## src/rtl/alarm_pkg.sv

```systemverilog
`default_nettype none
// ============================================================================
//  Module      : alarm_pkg
//  Description : Shared state encoding, widths and helpers for the alarm
//                annunciator slice.
//  Revision    : 1.0  initial release
// ============================================================================
package alarm_pkg;

    localparam logic [1:0] ST_IDLE     = 2'b00;
    localparam logic [1:0] ST_SOUNDING = 2'b01;
    localparam logic [1:0] ST_SNOOZE   = 2'b10;
    localparam logic [1:0] ST_MUTED    = 2'b11;

    localparam int ALERT_CNT_W = 8;

    typedef enum logic [1:0] {
        S_IDLE     = ST_IDLE,
        S_SOUNDING = ST_SOUNDING,
        S_SNOOZE   = ST_SNOOZE,
        S_MUTED    = ST_MUTED
    } alarm_state_t;

    // Counter width for a modulus n, never narrower than one bit.
    function automatic int cnt_width(input int n);
        return (n > 1) ? $clog2(n) : 1;
    endfunction

endpackage
`default_nettype wire

```

## src/rtl/sync_fall_detect.sv

```systemverilog
`default_nettype none
// ============================================================================
//  Module      : sync_fall_detect
//  Description : Two-flop synchroniser plus history flop; emits a one-cycle
//                pulse on each falling edge of an asynchronous active-low input.
//  Revision    : 1.0  initial release
// ============================================================================
module sync_fall_detect
    import alarm_pkg::*;
(
    input  logic clk,
    input  logic rst_n,
    input  logic i_async_n,
    output logic o_fall
);

    logic r_meta;
    logic r_sync;
    logic r_hist;

    // All flops reset to the released (high) level so reset exit never pulses.
    always_ff @(posedge clk or negedge rst_n) begin
        if (!rst_n) begin
            r_meta <= 1'b1;
            r_sync <= 1'b1;
            r_hist <= 1'b1;
        end else begin
            r_meta <= i_async_n;
            r_sync <= r_meta;
            r_hist <= r_sync;
        end
    end

    assign o_fall = r_hist & ~r_sync;

endmodule
`default_nettype wire

```

## src/rtl/alarm_annunciator.sv

```systemverilog
`default_nettype none
// ============================================================================
//  Module      : alarm_annunciator
//  Description : Drives buzzer tone and blinking LED from the alarm FSM alert,
//                with acknowledge-driven snooze/mute and a saturating event count.
//  Revision    : 1.0  initial release
// ============================================================================
module alarm_annunciator
    import alarm_pkg::*;
#(
    parameter int TONE_DIV      = 4,
    parameter int BLINK_DIV     = 16,
    parameter int SNOOZE_CYCLES = 64
) (
    input  logic                   clk,
    input  logic                   rst_n,
    input  logic                   alert_i,
    input  logic                   ack_n_i,
    output logic                   buzzer_o,
    output logic                   led_o,
    output logic                   sounding_o,
    output logic [ALERT_CNT_W-1:0] alert_count_o
);

    localparam int c_tone_w   = cnt_width(TONE_DIV);
    localparam int c_blink_w  = cnt_width(BLINK_DIV);
    localparam int c_snooze_w = cnt_width(SNOOZE_CYCLES);

    localparam logic [c_tone_w-1:0]   c_tone_max   = c_tone_w'(TONE_DIV - 1);
    localparam logic [c_blink_w-1:0]  c_blink_max  = c_blink_w'(BLINK_DIV - 1);
    localparam logic [c_snooze_w-1:0] c_snooze_max = c_snooze_w'(SNOOZE_CYCLES - 1);

    alarm_state_t r_state;
    alarm_state_t w_next_state;

    logic w_ack_pulse;
    logic w_enter_sounding;
    logic w_enter_snooze;
    logic w_count_event;

    logic [c_tone_w-1:0]    r_tone_cnt;
    logic [c_blink_w-1:0]   r_blink_cnt;
    logic [c_snooze_w-1:0]  r_snooze_cnt;
    logic                   r_buzzer;
    logic                   r_led;
    logic [ALERT_CNT_W-1:0] r_alert_cnt;

    sync_fall_detect u_ack_sync (
        .clk       (clk),
        .rst_n     (rst_n),
        .i_async_n (ack_n_i),
        .o_fall    (w_ack_pulse)
    );

    always_ff @(posedge clk or negedge rst_n) begin
        if (!rst_n) begin
            r_state <= S_IDLE;
        end else begin
            r_state <= w_next_state;
        end
    end

    // Alert deassertion outranks acknowledge, which outranks snooze expiry.
    always_comb begin
        w_next_state = r_state;
        case (r_state)
            S_IDLE: begin
                if (alert_i) begin
                    w_next_state = S_SOUNDING;
                end
            end
            S_SOUNDING: begin
                if (!alert_i) begin
                    w_next_state = S_IDLE;
                end else if (w_ack_pulse) begin
                    w_next_state = S_SNOOZE;
                end
            end
            S_SNOOZE: begin
                if (!alert_i) begin
                    w_next_state = S_IDLE;
                end else if (w_ack_pulse) begin
                    w_next_state = S_MUTED;
                end else if (r_snooze_cnt == '0) begin
                    w_next_state = S_SOUNDING;
                end
            end
            S_MUTED: begin
                if (!alert_i) begin
                    w_next_state = S_IDLE;
                end
            end
            default: begin
                w_next_state = S_IDLE;
            end
        endcase
    end

    assign w_enter_sounding = (w_next_state == S_SOUNDING) && (r_state != S_SOUNDING);
    assign w_enter_snooze   = (w_next_state == S_SNOOZE)   && (r_state != S_SNOOZE);
    assign w_count_event    = (r_state == S_IDLE) && (w_next_state == S_SOUNDING);

    always_ff @(posedge clk or negedge rst_n) begin
        if (!rst_n) begin
            r_snooze_cnt <= '0;
        end else if (w_enter_snooze) begin
            r_snooze_cnt <= c_snooze_max;
        end else if ((r_state == S_SNOOZE) && (w_next_state == S_SNOOZE)) begin
            r_snooze_cnt <= r_snooze_cnt - c_snooze_w'(1);
        end else begin
            r_snooze_cnt <= '0;
        end
    end

    // Outputs are registered against the next state so they line up with r_state.
    always_ff @(posedge clk or negedge rst_n) begin
        if (!rst_n) begin
            r_tone_cnt  <= '0;
            r_blink_cnt <= '0;
            r_buzzer    <= 1'b0;
            r_led       <= 1'b0;
        end else if (w_next_state == S_SOUNDING) begin
            if (w_enter_sounding) begin
                r_tone_cnt  <= '0;
                r_blink_cnt <= '0;
                r_buzzer    <= 1'b0;
                r_led       <= 1'b0;
            end else begin
                if (r_tone_cnt == c_tone_max) begin
                    r_tone_cnt <= '0;
                    r_buzzer   <= ~r_buzzer;
                end else begin
                    r_tone_cnt <= r_tone_cnt + c_tone_w'(1);
                end
                if (r_blink_cnt == c_blink_max) begin
                    r_blink_cnt <= '0;
                    r_led       <= ~r_led;
                end else begin
                    r_blink_cnt <= r_blink_cnt + c_blink_w'(1);
                end
            end
        end else begin
            r_tone_cnt  <= '0;
            r_blink_cnt <= '0;
            r_buzzer    <= 1'b0;
            r_led       <= (w_next_state == S_SNOOZE) || (w_next_state == S_MUTED);
        end
    end

    always_ff @(posedge clk or negedge rst_n) begin
        if (!rst_n) begin
            r_alert_cnt <= '0;
        end else if (w_count_event && (r_alert_cnt != '1)) begin
            r_alert_cnt <= r_alert_cnt + ALERT_CNT_W'(1);
        end
    end

    assign buzzer_o      = r_buzzer;
    assign led_o         = r_led;
    assign sounding_o    = (r_state == S_SOUNDING);
    assign alert_count_o = r_alert_cnt;

endmodule
`default_nettype wire
```

## config.mk

```make
export PLATFORM = sky130hd
export DESIGN_NAME = alarm_annunciator
export DESIGN_NICKNAME = d
export VERILOG_FILES = /design/src/rtl/alarm_pkg.sv /design/src/rtl/sync_fall_detect.sv /design/src/rtl/alarm_annunciator.sv
export SDC_FILE = /design/constraint.sdc
export NUM_CORES = 1
export LEC_CHECK = 0
export ABC_AREA = 0
export BUFFER_PORTS_ARGS = -buffer_cell sky130_fd_sc_hd__buf_4
export CORE_MARGIN = 2
export CORE_UTILIZATION = 25
export CTS_BUF_LIST = sky130_fd_sc_hd__clkbuf_8
export DETAILED_ROUTE_END_ITERATION = 8
export MAX_ROUTING_LAYER = met4
export SETUP_SLACK_MARGIN = 0.02
export SYNTH_ARGS = -nofsm -noshare
export SYNTH_HDL_FRONTEND = slang
export SYNTH_SLANG_ARGS = --single-unit
```

## constraint.sdc

```tcl
create_clock -name clk -period 1.6 [get_ports clk]
set_input_delay 0.16 -clock clk [delete_from_list [all_inputs] [get_ports clk]]
set_output_delay 0.16 -clock clk [all_outputs]
set_load 0.05 [all_outputs]
```

==> results of run 1 <==
-- area by class of cell --
type                            count  share of cell area (%)
Inverter                            7                    1.68
Sequential cell                    27                    43.9
Clock buffer                        3                    2.64
Tap cell                           67                    5.36
Timing Repair Buffer               17                    8.47
Multi-Input combinational cell     70                    37.7
Clock inverter                      1                   0.240
-- layout by cell type, fill, tap and decap left out, drive strengths merged, types with 5 or more instances in the layout --
cell and instances:
dfrtp 24, buf 15, nor2 10, a21oi 9, xor2 8, inv 8, nor3 7, nand3 6
xnor2 5, ha 5
-- stage by stage --
step	hold slack, ns	cell area [um2]	power (mW)
after floorplan	-0.136	1260	1.39
after global placement	0.0833	1450	1.58
after detailed placement	0.0925	1450	1.61
after CTS	0.212	1520	1.98
after global routing	0.223	1570	2.08
final	0.229	1570	1.96
-- worst max path at each step --
| stage | startpoint | endpoint | slack (ns) | cells after the start |
|---|---|---|---|---|
| finish | r_snooze_cnt[0]$_DFF_PN0_ | r_snooze_cnt[3]$_DFF_PN0_ | 0.11 | 6 |
| global route | r_snooze_cnt[0]$_DFF_PN0_ | r_snooze_cnt[3]$_DFF_PN0_ | 0.03 | 6 |
| CTS | r_snooze_cnt[0]$_DFF_PN0_ | r_snooze_cnt[3]$_DFF_PN0_ | 0.03 | 6 |
| detailed placement | r_snooze_cnt[0]$_DFF_PN0_ | r_snooze_cnt[5]$_DFF_PN0_ | 0.02 | 6 |
| global placement | r_snooze_cnt[0]$_DFF_PN0_ | r_snooze_cnt[4]$_DFF_PN0_ | 0.09 | 6 |
| floorplan | alert_count_o[6]$_DFFE_PN0P_ | alert_count_o[1]$_DFFE_PN0P_ | 0.03 | 3 |
-- cell families (layout without fill, tap and decap cells) --
logic type                 count (synthesis)  count (layout)  share of synthesized area (%)
AOI/OAI and AO/OA                         16              16                           10.9
DFF                                       27              27                           54.8
xor gates and xnor gates                  13              13                           9.19
adders and majority gates                  5               5                           5.05
and+or+nand+nor                           35              35                           16.7
muxes                                      1               1                           1.21
buffers and inverters                      7              28                           2.12
-- layer usage --
layer	global-route usage (%)	vias up	part of all wire, %
li1	-	401	-
met1	10.2	396	44
met2	14.8	14	52
met3	2.03	4	2.7
met4	3.57	0	1.3
met5	-	-	0
-- synth_stat cells --
library cell  instances
xor2_1                8
ha_1                  5
nand3_1               5
nor2_1               10
and2_1                1
nor3b_1               1
dfstp_2               3
nand4_2               1
nor2b_1               2
xnor2_1               5
a2111oi_4             1
dfrtp_1              24
and2b_2               1
a31oi_1               1
nand4b_1              1
o32a_1                1
inv_1                 7
mux2_4                1
a21oi_1               9
o21ai_0               1
nor3_4                1
o221a_1               1
and3_1                1
nand3_4               1
o211ai_4              1
o21ai_2               1
nand2_1               3
nand2b_1              1
nor3_1                6
-- sequential cells by signal, summed over array words and instances, names as in the netlist --
register	count
alert_count_o	8
r_snooze_cnt	6
r_blink_cnt	4
r_state	2
r_tone_cnt	2
buzzer_o	1
led_o	1
u_ack_sync.r_hist	1
u_ack_sync.r_meta	1
u_ack_sync.r_sync	1
-- what timing repair did --
item | in CTS | in global routing
hold buffers | 2 | 0
pin swaps | 1 | 2
endpoints found under the hold margin | 25 | 0
setup endpoints to repair | 3 | 6
setup buffers | 0 | 1
gates resized for setup | 1 | 10
-- power by group through the flow --
stage | clock (mW) | sequential, mW | combinational [mW]
after detailed placement | 0 | 0.945 | 0.660
final | 0.365 | 0.929 | 0.666
after CTS | 0.384 | 0.933 | 0.665
after global placement | 0 | 0.932 | 0.648
after floorplan | 0 | 1.18 | 0.209
after global routing | 0.409 | 0.949 | 0.721
==> run metrics, run 1 <==
storage element area=687 um2; Worst Tran Pin Value=0.587 ns; CTS tree=built; wire per inst=11.1 um; synthesized flop and latch total=27; IO buf count=14; post-synth net total=113; Final Max Tran Viols=0; hold crit path type=in2reg; # H-tree levels=1; Startpoint Class=flop; Max-Cap Viols=0; # clock sinks=27; Mapped Cells=104; Non-Filler Instances=192; clock share of power=18.6%; Area growth syn-to-layout=26.4%; CP top delay family=compound AO/OA/AOI/OAI gates; register share of total power=47.4%; largest net degree at the start of global routing=28; First-pass DRT Iterations=4; Worst Hold End=r_state[0]$_DFF_PN0_; routability cong.=0.747; Layout Skew=0.000982 ns; PwrDens=1250 mW/mm2; Seq/Total Area, Yosys=54.8%; area of the multi-input gates=591 um2; post-route setup slack=0.110 ns; initial core utilization=26.1%; Net Sw Power=0.760 mW; CP max-delay cell=dfrtp_1; gr usage total=8.85%; mapped cell area=0.00124 mm2; Finish-stage setup viols=0; Leak=0.714 nW; CP bufs+invs=1; data arrival time of the worst path=1.69 ns; worst vdd ir=1.00 mV; highest clock rate=671 MHz; CP max stage delay=0.41 ns; Slew headroom=60.7%; final hold vios=0; initial antenna violation count=0; DP Cell Count=185; Root Buffer=clkbuf_8; terminus of the critical flop-to-flop path=r_snooze_cnt[3]$_DFF_PN0_; Core ar.=0.00475 mm2; largest area contributor in the synthesized netlist=dfrtp_1; Die Y-Extent=74.4 um; Worst-path clk slew=0.08 ns; DRC=0; hold path startpoint=alert_i; worst setup path class=reg2reg; syn avg cell area=11.9 um2; path depth of the worst reg2reg path=6; vias in the first global route=828; CP Max Fanout=6; Rows=25; internal power=1.20 mW; CP Capture Type=flop; nets=135; minimum clock period=1.49 ns; Die X=74.4 um; share of the synthesized area in the top cell type=48.5%; WHS Path Cells=2; Die Footprint=0.00553 mm2; r2r setup slk=0.11 ns; Place WS=0.0201 ns; total routed wirelength=2130 um; clock latency on the worst-skew pair=0.26 ns; Antenna diodes=0; CTS max path bufs=2; filler cell count=498; Post-DP HPWL=1590 um; DRT iter0 DRCs=20; Critical Path RT=1.80 ns; CTS Buf Count=3; Yosys warning count=0; I/O Pins=15; crit-path cells=inv_2 -> ha_2 -> nor2b_4 -> a2111oi_4 -> o21ai_4 -> a21oi_2; Net Sw Frac=38.8%; status=finished clean; routed vias=815; largest cells by area after synthesis=dfrtp_1 (48%), dfstp_2 (6.4%), xor2_1 (5.7%); Comb pwr share=34.0%; Fin Setup TNS=0 ns; Tcrit/Tclk final=93.1%; Synth cell types=29; global-route wire length before repair=3650 um; fraction of layout cells with a size suffix above 1=36.8%; RSZ-0062 raised after global routing=no; post-detailed-route count of antenna-violating nets=0; Final Util=32.9%; grt total ovfl=0; vias per cell=4.24; reg2reg start=r_snooze_cnt[0]$_DFF_PN0_
(Power assumes the default switching activity.)
==> inputs of run 2 (changes only) <==
- CORE_UTILIZATION: 25 -> 53
- PLACE_DENSITY: unset -> 0.74
==> run 2 against run 1 <==
Sequential share of layout area increased by 2.1 points. Fmax down 1.4%. Clock-buffer cell count did not move. Clock power rose by 6.6%. Core utilization is 35 points higher. Critical path depth did not move. Critical path type unchanged.
==> run metrics, run 2 (synthesis results as in run 1) <==
status=finished clean; Critical Path RT=1.80 ns; Core ar.=0.00221 mm2; nets=136; post-detailed-route count of antenna-violating nets=0; I/O Pins=15; # H-tree levels=1; Leak=0.710 nW; register share of total power=47.0%; Post-DP Area=0.00140 mm2; RSZ-0062 raised after global routing=yes; routed vias=811; Final Cell Area=0.00149 mm2; filler cell count=181; area of the multi-input gates=557 um2; routability cong.=0.720; Worst Tran Pin Value=0.420 ns; Die X=52.3 um; Antenna diodes=0; Worst-path clk slew=0.09 ns; Die Y-Extent=52.3 um; commonest cells after routing, fill and taps aside=dfrtp_1 (18), buf_4 (16), nor2_1 (10); Fin Setup TNS=0 ns; Rows=17; Tcrit/Tclk final=94.4%; total power=1.97 mW; commonest non-fill, non-tap cell in the layout=dfrtp_1; Startpoint Class=flop; PwrDens=1320 mW/mm2; largest net degree at the start of global routing=28; Area growth syn-to-layout=20.6%; CTS Buf Count=3; CTS tree=built; worst hold margin=0.216 ns; clock latency on the worst-skew pair=0.27 ns; Non-Filler Instances=154; data arrival time of the worst path=1.71 ns; Finish-stage setup viols=0; highest clock rate=662 MHz; Layout Skew=0.00281 ns; DRT iter0 DRCs=4; max reg flops=8; Root Buffer=clkbuf_8; Slew headroom=71.9%; clock share of power=19.7%; gr usage total=18.0%; final hold vios=0; CP Max Fanout=6; initial core utilization=56.0%; worst setup path class=reg2reg; vias in the first global route=828; vias per cell=5.27; storage element area=687 um2; fraction of layout cells with a size suffix above 1=33.3%; Final Max Tran Viols=0; global-route wire length before repair=3530 um; First-pass DRT Iterations=4; Net Sw Frac=39.1%; initial antenna violation count=0; DRC=0; Max-Cap Viols=0; internal power=1.20 mW; CTS max path bufs=2; worst vdd ir=1.41 mV; Die Footprint=0.00274 mm2; Final Util=67.5%; IO buf count=14; CP Capture Type=flop; Place WS=0.0132 ns; Net Sw Power=0.770 mW; Post-DP HPWL=1460 um; Comb pwr share=33.3%; hold crit path type=in2reg; wire per inst=13.3 um; DP Cell Count=146; # clock sinks=27; post-route setup slack=0.0891 ns; grt total ovfl=0; total routed wirelength=2050 um; minimum clock period=1.51 ns
==> run 2: cell count changes in the layout (fill, tap and decap cells not counted), sizes merged <==
cell / previous run / this run
clkinvlp: 0 / 1
inv: 8 / 7
buf: 15 / 16
==> run 2: worst paths after layout <==
path,end,slack [ns],startpoint,depth (start not counted)
worst min-delay path,r_state[0]$_DFF_PN0_,0.22,alert_i,2
max in group asynchronous,u_ack_sync.r_hist$_DFF_PN1_,0.98,rst_n,2
worst min register to register,u_ack_sync.r_sync$_DFF_PN1_,0.36,u_ack_sync.r_meta$_DFF_PN1_,0
worst max-delay path,r_snooze_cnt[0]$_DFF_PN0_,0.09,r_snooze_cnt[0]$_DFF_PN0_,6
worst max register to register,r_snooze_cnt[0]$_DFF_PN0_,0.09,r_snooze_cnt[0]$_DFF_PN0_,6
min in group asynchronous,alert_count_o[6]$_DFFE_PN0P_,0.33,rst_n,2
==> run 2: power by group through the flow <==
| stage | logic (mW) | clock network [mW] | registers, mW |
|---|---|---|---|
| 4_1_cts | 0.660 | 0.394 | 0.928 |
| 5_1_grt | 0.700 | 0.424 | 0.945 |
| 3_5_place_dp | 0.656 | 0 | 0.940 |
| 3_3_place_gp | 0.641 | 0 | 0.933 |
| 6_report | 0.655 | 0.389 | 0.926 |
| 2_1_floorplan | 0.209 | 0 | 1.18 |
==> run 2: repair_timing <==
| item | CTS | global route |
|---|---|---|
| setup buffers | 1 | 1 |
| setup endpoints to repair | 5 | 7 |
| endpoints found under the hold margin | 25 | 0 |
| resized for setup | 0 | 3 |
| pin swaps | 1 | 2 |
| hold buffers | 2 | 0 |
==> run 2: cell type report <==
cell class / count / share of cell area [%]
repair buffers: 18 / 9.38
multi-input cells: 70 / 37.3
well taps: 28 / 2.35
inverters: 7 / 1.76
clock buffers: 3 / 2.76
flip-flops and latches: 27 / 46.0
clock inverters: 1 / 0.503
==> run 2: layer usage <==
layer  vias to the layer above  GRT usage, %  routed length (um)
met5                         -             -                   0
met4                         0          8.12                   9
met3                         2          3.43                  43
met2                         9          26.9                 993
met1                       402          24.1                1010
li1                        398             -                   -
==> run 2: critical path: stages (launching register included) <==
cell and delay [ns]:
dfrtp_1 0.37, inv_2 0.05, ha_1 0.18, nor2b_2 0.17
a2111oi_4 0.33, o21ai_2 0.18, a21oi_1 0.15
==> inputs of run 3 (changes only) <==
- CTS_BUF_LIST: sky130_fd_sc_hd__clkbuf_8 -> sky130_fd_sc_hd__clkbuf_2
==> run 3 against run 2 <==
Cell area increased by 1.2%. Clock skew fell by 0.0018 ns. Total power shrank 5.9%. Clock-buffer cell count unchanged. Via count rose by 3.8%. Clock power shrank 33%. Highest routed layer unchanged.
==> run metrics, run 3 (synthesis results as in run 1) <==
CTS Buf Count=3; Post-DP HPWL=1460 um; post-detailed-route count of antenna-violating nets=0; Die Y-Extent=52.3 um; Layout Skew=0.00103 ns; initial antenna violation count=0; max reg flops=8; I/O Pins=15; Final Max Tran Viols=0; Worst Tran Pin Value=0.639 ns; routed vias=842; minimum clock period=1.55 ns; CP max-delay cell=dfrtp_1; DRC=0; CP Max Fanout=6; highest clock rate=647 MHz; WHS Path Cells=2; CP max stage delay=0.43 ns; PwrDens=1230 mW/mm2; hold crit path type=in2reg; Root Buffer=clkbuf_2; CP Capture Type=flop; DRT iter0 DRCs=12; vias per cell=5.43; path depth of the worst reg2reg path=6; Critical Path RT=1.91 ns; total power=1.85 mW; Non-Filler Instances=155; Final Util=68.3%; IO buf count=14; initial core utilization=56.0%; total routed wirelength=2250 um; status=finished clean; CTS tree=built; routability cong.=0.720; Leak=0.714 nW; CTS max path bufs=2; Rows=17; Finish-stage setup viols=0; Area growth syn-to-layout=22.0%; RSZ-0062 raised after global routing=yes; commonest cells after routing, fill and taps aside=dfrtp_1 (18), buf_4 (17), nor2_1 (10); Die X=52.3 um; largest net degree at the start of global routing=28; Max-Cap Viols=0; crit-path cells=inv_2 -> ha_4 -> nor2b_4 -> a2111oi_4 -> o21ai_4 -> a21oi_2; Slew headroom=57.2%; commonest non-fill, non-tap cell in the layout=dfrtp_1; Worst-path clk slew=0.25 ns; Die Footprint=0.00274 mm2; Core ar.=0.00221 mm2; grt total ovfl=0; gr usage total=18.2%; # clock sinks=27; final hold vios=0; worst vdd ir=1.28 mV; fraction of layout cells with a size suffix above 1=37.8%; # H-tree levels=1; Startpoint Class=flop; nets=137; vias in the first global route=842; worst setup path class=reg2reg; DP Cell Count=146; First-pass DRT Iterations=4; clock latency on the worst-skew pair=0.35 ns; wire per inst=14.5 um; Antenna diodes=0; Tcrit/Tclk final=96.7%; data arrival time of the worst path=1.85 ns; global-route wire length before repair=3490 um
-- run 3: stage by stage --
step / setup WS (ns) / setup TNS (ns) / cell area, um2 / hold slack [ns]
floorplan: 0.0286 / 0 / 1260 / -0.136
finish: 0.0536 / 0 / 1510 / 0.105
global placement: 0.0972 / 0 / 1400 / 0.0851
global route: -0.0255 / -0.0761 / 1510 / 0.0573
CTS: 0.0425 / 0 / 1450 / 0.0750
detailed placement: 0.0132 / 0 / 1400 / 0.0850
-- run 3: repair_timing --
item | CTS | global route
hold buffers | 2 | 0
setup buffers | 1 | 2
gates resized for setup | 0 | 11
cloned | 0 | 0
endpoints found under the hold margin | 28 | 0
setup endpoints to repair | 7 | 7
pin swaps | 2 | 3
-- run 3: report_power, final --
group | switching [mW] | internal [mW]
registers | 0.138 | 0.789
clock network | 0.202 | 0.0580
logic | 0.425 | 0.241
total | 0.765 | 1.09
-- run 3: metal layers --
metal	vias to the layer above	global-route usage, %	share of wire (%)	wire, um
met5	-	-	0	0
met4	0	10.3	1.0	23
met3	2	3.43	2.9	65
met2	12	27.5	52	1160
met1	427	23.2	44	994
li1	401	-	-	-
-- run 3: final timing paths --
path	startpoint	slack [ns]	end
min in group asynchronous	rst_n	0.20	alert_count_o[7]$_DFFE_PN0P_
hold reg to reg	u_ack_sync.r_meta$_DFF_PN1_	0.38	u_ack_sync.r_sync$_DFF_PN1_
hold / removal	alert_i	0.10	r_state[0]$_DFF_PN0_
setup / recovery	r_snooze_cnt[0]$_DFF_PN0_	0.05	r_snooze_cnt[0]$_DFF_PN0_
max in group asynchronous	rst_n	1.10	u_ack_sync.r_meta$_DFF_PN1_
setup reg to reg	r_snooze_cnt[0]$_DFF_PN0_	0.05	r_snooze_cnt[0]$_DFF_PN0_
-- run 3: area by class of cell --
cell class	instances	area, um2
Multi-Input combinational cell	70	593
Clock inverter	1	7.51
Fill cell	181	701
Clock buffer	3	15.0
Inverter	7	26.3
Sequential cell	27	687
Tap cell	28	35.0
Timing Repair Buffer	19	148
-- run 3: worst max-delay path: cells and delay by family, from the launching register on --
kind | cells | cell delay [ns]
compound gates | 3 | 0.72
flops | 1 | 0.43
fa+ha+maj | 1 | 0.15
simple gates | 1 | 0.13
buf+inv | 1 | 0.07
